[src/rtl/board_io_pkg.sv]
// Shared constants and helpers for the board I/O controller: RGB channel indices,
// debounce counter sizing and event_flags bit layout.
package board_io_pkg;

  localparam int unsigned RGB_R  = 0;
  localparam int unsigned RGB_G  = 1;
  localparam int unsigned RGB_B  = 2;
  localparam int unsigned RGB_CH = 3;

  // Buttons occupy the low event bits, switches sit directly above them
  localparam int unsigned EVT_BTN_OFS = 0;

  function automatic int unsigned evt_sw_ofs(input int unsigned num_buttons);
    return num_buttons;
  endfunction

  // Ceiling log2, never below 1 so a counter always has at least one bit
  function automatic int unsigned clog2(input int unsigned n);
    int unsigned r;
    r = 1;
    for (int unsigned i = 1; i < 32; i++) begin
      if ((32'd1 << i) < n) r = i + 1;
    end
    return r;
  endfunction

endpackage

[src/rtl/board_io_if.sv]
// Pin/wrapper-side bundle for board_io_ctrl; master is the board/system side,
// slave is the controller.
interface board_io_if #(
  parameter int unsigned NUM_BUTTONS  = 4,
  parameter int unsigned NUM_SWITCHES = 4,
  parameter int unsigned NUM_LEDS     = 4,
  parameter int unsigned NUM_RGB      = 4,
  parameter int unsigned PWM_BITS     = 8
);

  logic [NUM_BUTTONS-1:0]              push_buttons;
  logic [NUM_SWITCHES-1:0]             slide_switches;
  logic [NUM_LEDS-1:0]                 led_value;
  logic [NUM_RGB*3*PWM_BITS-1:0]       rgb_duty;
  logic                                irq_ack;
  logic [NUM_BUTTONS-1:0]              btn_state;
  logic [NUM_BUTTONS-1:0]              btn_press;
  logic [NUM_SWITCHES-1:0]             sw_state;
  logic [NUM_BUTTONS+NUM_SWITCHES-1:0] event_flags;
  logic                                irq;
  logic [NUM_LEDS-1:0]                 four_leds;
  logic [NUM_RGB*3-1:0]                rgb_led;

  modport master (
    output push_buttons, slide_switches, led_value, rgb_duty, irq_ack,
    input  btn_state, btn_press, sw_state, event_flags, irq, four_leds, rgb_led
  );

  modport slave (
    input  push_buttons, slide_switches, led_value, rgb_duty, irq_ack,
    output btn_state, btn_press, sw_state, event_flags, irq, four_leds, rgb_led
  );

endinterface

[src/rtl/io_debounce.sv]
// One input channel: 2-FF synchroniser followed by a stability counter. With BYPASS
// set the counter is not built and the synchronised level is reported directly.
module io_debounce
  import board_io_pkg::*;
#(
  parameter int unsigned DEBOUNCE_CYCLES = 100000,
  parameter bit          BYPASS          = 1'b0
) (
  input  logic clk,
  input  logic rst,
  input  logic i_pin,
  output logic o_state,
  output logic o_change_c
);

  logic r_sync1;
  logic r_sync2;

  always_ff @(posedge clk or posedge rst) begin
    if (rst) begin
      r_sync1 <= 1'b0;
      r_sync2 <= 1'b0;
    end else begin
      r_sync1 <= i_pin;
      r_sync2 <= r_sync1;
    end
  end

  generate
    if (BYPASS) begin : g_bypass
      // Level changes on the next edge whenever the two sync stages disagree
      assign o_state    = r_sync2;
      assign o_change_c = r_sync1 ^ r_sync2;
    end else begin : g_debounce
      localparam int unsigned    CW      = clog2(DEBOUNCE_CYCLES);
      localparam logic [CW-1:0] CNT_MAX = CW'(DEBOUNCE_CYCLES - 1);

      logic [CW-1:0] r_cnt;
      logic          r_stable;
      logic          w_expire;

      assign w_expire = (r_sync2 != r_stable) && (r_cnt == CNT_MAX);

      // Any return to the accepted level restarts the stability window
      always_ff @(posedge clk or posedge rst) begin
        if (rst) begin
          r_cnt    <= '0;
          r_stable <= 1'b0;
        end else if (r_sync2 == r_stable) begin
          r_cnt <= '0;
        end else if (w_expire) begin
          r_stable <= r_sync2;
          r_cnt    <= '0;
        end else begin
          r_cnt <= r_cnt + CW'(1);
        end
      end

      assign o_state    = r_stable;
      assign o_change_c = w_expire;
    end
  endgenerate

endmodule

[src/rtl/board_io_ctrl.sv]
// Board I/O controller: debounced buttons/switches with sticky event flags and irq,
// registered LED bank, per-channel RGB PWM. Define BOARD_IO_SW_DEBOUNCE_EN to debounce
// switches; otherwise switches are only synchronised.
module board_io_ctrl
  import board_io_pkg::*;
#(
  parameter int unsigned NUM_BUTTONS     = 4,
  parameter int unsigned NUM_SWITCHES    = 4,
  parameter int unsigned NUM_LEDS        = 4,
  parameter int unsigned NUM_RGB         = 4,
  parameter int unsigned DEBOUNCE_CYCLES = 100000,
  parameter int unsigned PWM_BITS        = 8
) (
  input  logic       clk,
  input  logic       rst,
  board_io_if.slave  io
);

  localparam int unsigned NUM_EVT = NUM_BUTTONS + NUM_SWITCHES;
  localparam int unsigned NUM_CH  = NUM_RGB * RGB_CH;
  localparam int unsigned SW_OFS  = evt_sw_ofs(NUM_BUTTONS);

`ifdef BOARD_IO_SW_DEBOUNCE_EN
  localparam bit SW_BYPASS = 1'b0;
`else
  localparam bit SW_BYPASS = 1'b1;
`endif

  logic [NUM_BUTTONS-1:0]     w_btn_state;
  logic [NUM_BUTTONS-1:0]     w_btn_chg;
  logic [NUM_SWITCHES-1:0]    w_sw_state;
  logic [NUM_SWITCHES-1:0]    w_sw_chg;
  logic [NUM_EVT-1:0]         w_new_evt;
  logic [NUM_EVT-1:0]         w_flags_next;
  logic [NUM_CH-1:0]          w_rgb_next;

  logic [NUM_BUTTONS-1:0]     r_btn_prev;
  logic [NUM_BUTTONS-1:0]     r_btn_press;
  logic [NUM_EVT-1:0]         r_flags;
  logic                       r_irq;
  logic [NUM_LEDS-1:0]        r_leds;
  logic [PWM_BITS-1:0]        r_pwm_cnt;
  logic [NUM_CH*PWM_BITS-1:0] r_shadow;
  logic [NUM_CH-1:0]          r_rgb;

  generate
    for (genvar i = 0; i < NUM_BUTTONS; i++) begin : g_btn
      io_debounce #(
        .DEBOUNCE_CYCLES (DEBOUNCE_CYCLES),
        .BYPASS          (1'b0)
      ) u_btn (
        .clk        (clk),
        .rst        (rst),
        .i_pin      (io.push_buttons[i]),
        .o_state    (w_btn_state[i]),
        .o_change_c (w_btn_chg[i])
      );
    end
    for (genvar i = 0; i < NUM_SWITCHES; i++) begin : g_sw
      io_debounce #(
        .DEBOUNCE_CYCLES (DEBOUNCE_CYCLES),
        .BYPASS          (SW_BYPASS)
      ) u_sw (
        .clk        (clk),
        .rst        (rst),
        .i_pin      (io.slide_switches[i]),
        .o_state    (w_sw_state[i]),
        .o_change_c (w_sw_chg[i])
      );
    end
  endgenerate

  // Ack clears everything sampled this cycle; changes landing on the same edge survive
  always_comb begin
    w_new_evt                            = '0;
    w_new_evt[EVT_BTN_OFS +: NUM_BUTTONS] = w_btn_chg;
    w_new_evt[SW_OFS +: NUM_SWITCHES]     = w_sw_chg;
    w_flags_next = (io.irq_ack ? '0 : r_flags) | w_new_evt;
  end

  always_ff @(posedge clk or posedge rst) begin
    if (rst) begin
      r_btn_prev  <= '0;
      r_btn_press <= '0;
      r_flags     <= '0;
      r_irq       <= 1'b0;
      r_leds      <= '0;
    end else begin
      r_btn_prev  <= w_btn_state;
      r_btn_press <= w_btn_state & ~r_btn_prev;
      r_flags     <= w_flags_next;
      r_irq       <= |w_flags_next;
      r_leds      <= io.led_value;
    end
  end

  always_comb begin
    w_rgb_next = '0;
    for (int unsigned k = 0; k < NUM_CH; k++) begin
      w_rgb_next[k] = r_pwm_cnt < r_shadow[k*PWM_BITS +: PWM_BITS];
    end
  end

  // Duty shadows reload only as the counter wraps so a period is never cut short
  always_ff @(posedge clk or posedge rst) begin
    if (rst) begin
      r_pwm_cnt <= '0;
      r_shadow  <= '0;
      r_rgb     <= '0;
    end else begin
      r_pwm_cnt <= r_pwm_cnt + PWM_BITS'(1);
      if (&r_pwm_cnt) r_shadow <= io.rgb_duty;
      r_rgb <= w_rgb_next;
    end
  end

  assign io.btn_state   = w_btn_state;
  assign io.btn_press   = r_btn_press;
  assign io.sw_state    = w_sw_state;
  assign io.event_flags = r_flags;
  assign io.irq         = r_irq;
  assign io.four_leds   = r_leds;
  assign io.rgb_led     = r_rgb;

endmodule
[src/flat_wrapper.sv]
// flat-port wrapper written by rule: the top's interface ports become plain ports
module board_io_ctrl_flat import board_io_pkg::*;
#(
  parameter int unsigned NUM_BUTTONS     = 4,
  parameter int unsigned NUM_SWITCHES    = 4,
  parameter int unsigned NUM_LEDS        = 4,
  parameter int unsigned NUM_RGB         = 4,
  parameter int unsigned DEBOUNCE_CYCLES = 100000,
  parameter int unsigned PWM_BITS        = 8
)
  (clk, rst, io_push_buttons, io_slide_switches, io_led_value, io_rgb_duty, io_irq_ack, io_btn_state, io_btn_press, io_sw_state, io_event_flags, io_irq, io_four_leds, io_rgb_led);
  board_io_if #(.NUM_BUTTONS(NUM_BUTTONS), .NUM_SWITCHES(NUM_SWITCHES), .NUM_LEDS(NUM_LEDS), .NUM_RGB(NUM_RGB), .PWM_BITS(PWM_BITS)) io_i ();
  input  logic clk;
  input  logic rst;
  input wire logic [$bits(io_i.push_buttons)-1:0] io_push_buttons;
  input wire logic [$bits(io_i.slide_switches)-1:0] io_slide_switches;
  input wire logic [$bits(io_i.led_value)-1:0] io_led_value;
  input wire logic [$bits(io_i.rgb_duty)-1:0] io_rgb_duty;
  input wire logic [$bits(io_i.irq_ack)-1:0] io_irq_ack;
  output wire logic [$bits(io_i.btn_state)-1:0] io_btn_state;
  output wire logic [$bits(io_i.btn_press)-1:0] io_btn_press;
  output wire logic [$bits(io_i.sw_state)-1:0] io_sw_state;
  output wire logic [$bits(io_i.event_flags)-1:0] io_event_flags;
  output wire logic [$bits(io_i.irq)-1:0] io_irq;
  output wire logic [$bits(io_i.four_leds)-1:0] io_four_leds;
  output wire logic [$bits(io_i.rgb_led)-1:0] io_rgb_led;
  assign io_i.push_buttons = io_push_buttons;
  assign io_i.slide_switches = io_slide_switches;
  assign io_i.led_value = io_led_value;
  assign io_i.rgb_duty = io_rgb_duty;
  assign io_i.irq_ack = io_irq_ack;
  assign io_btn_state = io_i.btn_state;
  assign io_btn_press = io_i.btn_press;
  assign io_sw_state = io_i.sw_state;
  assign io_event_flags = io_i.event_flags;
  assign io_irq = io_i.irq;
  assign io_four_leds = io_i.four_leds;
  assign io_rgb_led = io_i.rgb_led;
  board_io_ctrl #(.NUM_BUTTONS(NUM_BUTTONS), .NUM_SWITCHES(NUM_SWITCHES), .NUM_LEDS(NUM_LEDS), .NUM_RGB(NUM_RGB), .DEBOUNCE_CYCLES(DEBOUNCE_CYCLES), .PWM_BITS(PWM_BITS)) u_core (.clk(clk), .rst(rst), .io(io_i));
endmodule
[config.mk]
export PLATFORM = sky130hd
export DESIGN_NAME = board_io_ctrl_flat
export DESIGN_NICKNAME = d
export VERILOG_FILES = /design/src/rtl/board_io_pkg.sv /design/src/rtl/board_io_if.sv /design/src/rtl/io_debounce.sv /design/src/rtl/board_io_ctrl.sv /design/src/flat_wrapper.sv
export SDC_FILE = /design/constraint.sdc
export NUM_CORES = 1
export LEC_CHECK = 0
export CAP_MARGIN = 20
export CORE_MARGIN = 2
export CORE_UTILIZATION = 40
export CTS_BUF_LIST = sky130_fd_sc_hd__clkbuf_4 sky130_fd_sc_hd__clkbuf_8
export DETAILED_ROUTE_END_ITERATION = 10
export PLACE_DENSITY = 0.72
export SYNTH_ARGS = -nofsm -noshare
export SYNTH_HDL_FRONTEND = slang
export SYNTH_SLANG_ARGS = --single-unit
[constraint.sdc]
create_clock -name clk -period 10.22 [get_ports clk]
set_clock_uncertainty 0.05 [all_clocks]
set_input_delay 1.533 -clock clk [delete_from_list [all_inputs] [get_ports clk]]
set_output_delay 1.533 -clock clk [all_outputs]
set_load 0.03 [all_outputs]
==> results of run 1 <==
final timing paths:
path / to / cells past startpoint / startpoint
setup / recovery: u_core.r_shadow[80]$_DFFE_PP0P_ / 6 / u_core.r_pwm_cnt[3]$_DFF_PP0_
hold / removal: u_core.g_btn[2].u_btn.r_sync2$_DFF_PP0_ / 0 / u_core.g_btn[2].u_btn.r_sync1$_DFF_PP0_
setup reg to reg: u_core.r_shadow[80]$_DFFE_PP0P_ / 6 / u_core.r_pwm_cnt[3]$_DFF_PP0_
hold reg to reg: u_core.g_btn[2].u_btn.r_sync2$_DFF_PP0_ / 0 / u_core.g_btn[2].u_btn.r_sync1$_DFF_PP0_
max in group asynchronous: u_core.g_btn[0].u_btn.g_debounce.r_cnt[10]$_DFF_PP0_ / 3 / rst
min in group asynchronous: u_core.io.four_leds[2]$_DFF_PP0_ / 2 / rst
critical path: stages, from the launching register on:
cell	delay [ps]
dfrtp_1	810
and3_1	290
nand2_1	110
nor2_4	810
buf_4	580
buf_4	580
mux2_2	390
report_power, final:
part           switching [mW]  total, mW  internal (mW)
combinational          0.0442     0.0947         0.0505
clock                   0.354      0.865          0.511
sequential            0.00706      0.908          0.901
total                   0.405       1.87           1.46
through the flow:
stage	area [um^2]	cells	total power, mW
floorplan	10700	1032	0.961
global placement	12400	1480	1.02
detailed placement	12400	1480	1.02
CTS	13300	1549	1.90
global route	13300	1549	1.94
finish	13300	1550	1.87
sequential cells by signal (all words and copies together), names as in the netlist:
| register | count |
|---|---|
| u_core.io.rgb_led | 12 |
| u_core.r_shadow | 96 |
| u_core.io.event_flags | 8 |
| u_core.g_btn.u_btn.g_debounce.r_cnt | 68 |
| u_core.io.irq | 1 |
| u_core.g_btn.u_btn.r_sync1 | 4 |
| u_core.g_sw.u_sw.o_state | 4 |
| u_core.g_btn.u_btn.o_state | 4 |
| u_core.g_sw.u_sw.r_sync1 | 4 |
| u_core.io.four_leds | 4 |
| u_core.r_pwm_cnt | 8 |
| u_core.g_btn.u_btn.r_sync2 | 4 |
| u_core.io.btn_press | 4 |
| u_core.r_btn_prev | 4 |
logic make-up after synthesis:
kind of cell,share of synthesized area
AND/OR/NAND/NOR,0.140
flip-flops,0.526
AO/OA/AOI/OAI,0.0927
buffers and inverters,0.0582
adder cells (fa/ha/maj),0.104
XOR/XNOR,0.0622
multiplexers,0.0168
Yosys cell counts (all sizes together), types with 2 or more instances:
cell type / instances / area share
a211oi: 24 / 0.017
a21boi: 12 / 0.0084
a21o: 25 / 0.018
a2bb2oi: 2 / 0.0016
and2: 4 / 0.0023
and3: 17 / 0.010
and4: 7 / 0.0057
buf: 27 / 0.018
clkbuf: 11 / 0.0039
dfrtp: 225 / 0.53
ha: 89 / 0.10
inv: 103 / 0.036
mux2: 16 / 0.017
nand2: 106 / 0.037
nand2b: 2 / 0.0012
nand3: 31 / 0.014
nand4: 23 / 0.013
nor2: 105 / 0.037
nor2b: 5 / 0.0029
nor3: 2 / 0.0014
nor4: 3 / 0.0029
nor4b: 4 / 0.0033
o21ai: 100 / 0.047
or2: 5 / 0.0029
or4b: 2 / 0.0019
xnor2: 31 / 0.025
xor2: 45 / 0.037
final cells by class:
| type | count | area (um^2) | area share |
|---|---|---|---|
| repair buffers | 151 | 1500 | 0.113 |
| clock inverters | 3 | 15.0 | 0.00113 |
| flip-flops and latches | 225 | 5630 | 0.425 |
| well taps | 335 | 419 | 0.0316 |
| clock buffers | 66 | 833 | 0.0629 |
| multi-input cells | 666 | 4460 | 0.336 |
| diodes | 1 | 2.50 | 0.000189 |
| inverters | 103 | 394 | 0.0297 |
per-layer routing:
metal  vias to the layer above  track usage  routed length [um]
met2                       176        0.271               10500
met1                      3576        0.222               10500
li1                       3755            -                   -
met4                         0       0.0518                 501
met5                         -            0                   0
met3                        43       0.0352                1110
layout by cell type (no fill, tap or decap), types with 3 or more instances in the layout:
cell	instances
nor4b_1	4
nor2_1	104
mux2_2	16
nor2b_1	5
nand4_1	23
xor2_1	45
dfrtp_1	225
clkdlybuf4s50_1	147
inv_1	102
ha_1	89
clkbuf_8	54
o21ai_0	100
and4_1	7
nand2_1	106
and2_1	4
xnor2_1	31
a21boi_0	12
and3_1	15
or2_2	4
clkinv_2	3
nand3_1	31
a211oi_1	24
buf_4	4
clkbuf_4	12
a21o_1	25
==> impl_metrics.ini, run 1 <==
[timing]
slew_violations = 0
slew_headroom = 0.349
tightest_slew_ps = 974
rsz0062_at_grt = no
whs_ps = 303
period_share = 0.370
final-hold-violation-count = 0
fin_ws_ps = 6440
post-route-min-period_ps = 3780
setup_viol = 0
setup_tns_ps = 0
maxClockFrequency_ghz = 0.265

[synthesis]
syn-num-nets = 1232
ys_ff_latch = 225
ys_types = 42
synth_edf_count = 0
synth-main-ff-cell = dfrtp_1
avgSynthCellArea_um2 = 10.4
netlist_instances = 1032
ys_seq_area_frac = 0.526
ys.warnings.count = 0
syn_area_mm2 = 0.0107
ys_async_sr_fraction = 1.00

[grt]
overflow = 0
antenna_found_initial = 1
grt_pass1_wl_um = 38300
grt_pass1_vias = 7925
grtUsageTotal = 0.166
grt_max_degree = 111

[route]
drc = 0
routedWlPerCell_um = 14.5
dr.pass1.iters = 4
ant_nets = 0
via_per_inst = 4.87
wl_um = 22600
num_vias = 7550
drt_iter0_drc = 405

[die]
row_count = 59
die-area_mm2 = 0.0281
pin_count = 148
die-height_um = 168
initial_core_util = 0.409
fp.dieW_um = 168
coreArea_mm2 = 0.0262

[cts]
cts_sinks = 225
clk_latency_ps = 520
cts_buffers = 39
clk_path_buf_depth = 3
post_cts_buffers = 0
cts_tree = built
cts.repair.resized = 0
hold_buffers = 0
cts-root-buf = clkbuf_8
clkTransAtPathRegs_ps = 60
htree_num_levels = 2

[finish]
fill_cells = 2362
area_delta_synth_final_pct = 23.8
final_core_utilization = 0.506
nNetsFinal = 1386
drive_above_1_share = 0.0824

[flow_run]
maxCapViolCount = 0

[run_status]
status = completed

[setup_path]
cp_data_arrival_time_ps = 4140
crit_type = flip-flop to flip-flop
start_kind = flip-flop
cp_max_fo = 69
worstPathRequired_ps = 10580
worstSetupEndpointType = flip-flop
rrSetupSlack_ps = 6440

[pwr]
vdd_drop_max_uv = 72.0
leakage_nw = 6.51
power.density_mw_per_mm2 = 141

[place]
gp_congestion = 0.776
portBuffers = 147
hpwlAfterDp_um = 15700
pre_cts_ws_ps = 6400

[hold_path]
holdCritPathClass = flip-flop to flip-flop
No activity file was read; power rests on OpenSTA's default activity.
==> run 2, diff against run 1 <==
clock period = 3.55 ns   (was 10.22 ns; I/O delays follow)
==> run 2 against run 1 <==
Against the previous run: clock power grew to 2.8 times the previous value; first-iteration DRC count decreased by 32%; via count increased by 0.66%; flip-flop and latch count unchanged; sequential power rose to 2.9 times the previous value; sequential share of layout area is 0.25 points lower; critical path depth down 5; global-route usage increased by 0.14 points; hold slack lost 1.4 ps; critical path type is now flip-flop to output pin.
==> impl_metrics.ini, run 2 (synthesis results as in run 1) <==
[run_status]
status = completed

[die]
fp.dieW_um = 168
row_count = 59
die-height_um = 168
initial_core_util = 0.409
pin_count = 148
die-area_mm2 = 0.0281
coreArea_mm2 = 0.0262

[finish]
fin_area_mm2 = 0.0133
fill_cells = 2337
drive_above_1_share = 0.0884
area_delta_synth_final_pct = 24.5
final_common_cell = dfrtp_1
largest_reg_flops = 96
layout_common_cells = dfrtp_1 (225), clkdlybuf4s50_1 (147), nand2_1 (106), nor2_1 (104), inv_1 (102)
top_register = u_core.r_shadow
nNetsFinal = 1396

[cts]
cts_buffers = 41
cts.repair.resized = 0
cts_sinks = 225
clkTransAtPathRegs_ps = 60
clk_path_buf_depth = 3
cts_tree = built
htree_num_levels = 2
post_cts_buffers = 0
cts-root-buf = clkbuf_8
clk_latency_ps = 530
hold_buffers = 0

[place]
hpwlAfterDp_um = 15600
gp_congestion = 0.811
portBuffers = 147
post_dp_cell_area_mm2 = 0.0125

[setup_path]
r2r-start = u_core.r_pwm_cnt[1]$_DFF_PP0_
path_cells = clkdlybuf4s50_1
r2r-end = u_core.r_shadow[0]$_DFFE_PP0P_
worstPathRequired_ps = 2970
start_kind = flip-flop
crit_family = buffers and inverters
slowest_delay_ps = 730
cp_data_arrival_time_ps = 1700
crit_type = flip-flop to output pin
path_depth = 1
crit_buf_inv = 1
worstSetupEndpointType = output pin
rrSetupSlack_ps = 1310
slowest_stage = clkdlybuf4s50_1
cp_max_fo = 6
reg2reg_depth = 6

[route]
via_per_inst = 4.87
wl_um = 23100
wl_met1_um = 10500
dr.pass1.iters = 4
drc = 0
ant_nets = 0
wl_met3_um = 1480
wl_met2_um = 10700
routedWlPerCell_um = 14.8
top_layer = met4
num_vias = 7600
drt_iter0_drc = 274

[pwr]
leakage_nw = 6.54
vdd_drop_max_uv = 225
power.density_mw_per_mm2 = 399

[timing]
slew_headroom = 0.489
period_share = 0.644
tightest_slew_ps = 766
rsz0062_at_grt = no
final-hold-violation-count = 0
maxClockFrequency_ghz = 0.437
post-route-min-period_ps = 2290
setup_viol = 0
setup_tns_ps = 0
slew_violations = 0

[grt]
antenna_found_initial = 3
grt_max_degree = 181
overflow = 0
grt_pass1_vias = 7890
grt_pass1_wl_um = 38400
grtUsageTotal = 0.167

[hold_path]
min_to = u_core.g_btn[2].u_btn.r_sync2$_DFF_PP0_
min_from = u_core.g_btn[2].u_btn.r_sync1$_DFF_PP0_
holdCritPathClass = flip-flop to flip-flop
hold_depth = 0

[flow_run]
maxCapViolCount = 0
-- run 2: through the flow --
stage / std cells / setup WS [ps] / util / hold WS, ps / total power [mW]
2_1_floorplan: 1032 / 29.5 / - / 281 / 2.77
3_5_place_dp: 1488 / 1220 / 0.477 / 287 / 2.94
5_1_grt: 1557 / 1150 / 0.509 / 314 / 5.54
6_report: 1560 / 1260 / 0.509 / 302 / 5.32
4_1_cts: 1557 / 1240 / 0.509 / 306 / 5.41
3_3_place_gp: 1488 / 1260 / 0.477 / 287 / 2.94
-- run 2: per-layer routing --
metal,GRT usage,up-vias
met5,0,-
met4,0.0507,0
met3,0.0522,38
met2,0.275,177
met1,0.212,3610
li1,-,3775
-- run 2: worst max path at each step --
stage          slack [ps]                                                  end                                                start
2_1_floorplan          30  u_core.g_btn[0].u_btn.g_debounce.r_cnt[0]$_DFF_PP0_                                                  rst
5_1_grt              1150  u_core.g_btn[3].u_btn.g_debounce.r_cnt[3]$_DFF_PP0_  u_core.g_btn[3].u_btn.g_debounce.r_cnt[6]$_DFF_PP0_
4_1_cts              1240                                      io_btn_state[0]            u_core.g_btn[0].u_btn.o_state$_DFFE_PP0P_
3_5_place_dp         1220                              u_core.io.irq$_DFF_PP0_                                           io_irq_ack
6_report             1260                                      io_btn_state[0]            u_core.g_btn[0].u_btn.o_state$_DFFE_PP0P_
3_3_place_gp         1260                              u_core.io.irq$_DFF_PP0_                                           io_irq_ack
-- run 2: layout make-up --
| type | instances | area, um^2 | share of cell area |
|---|---|---|---|
| multi-input combinational | 666 | 4460 | 0.334 |
| clock inverter | 7 | 37.5 | 0.00282 |
| inverter | 103 | 390 | 0.0293 |
| clock buffer | 62 | 778 | 0.0584 |
| sequential | 225 | 5630 | 0.422 |
| tap | 335 | 419 | 0.0314 |
| antenna | 3 | 7.51 | 0.000563 |
| timing repair buffer | 159 | 1610 | 0.121 |
-- run 2: power by group --
| part | internal (mW) | total [mW] | leakage [nW] | switching, mW |
|---|---|---|---|---|
| combinational | 0.151 | 0.277 | 3.55 | 0.126 |
| clock | 1.39 | 2.43 | 0.438 | 1.04 |
| sequential | 2.59 | 2.62 | 2.55 | 0.0211 |
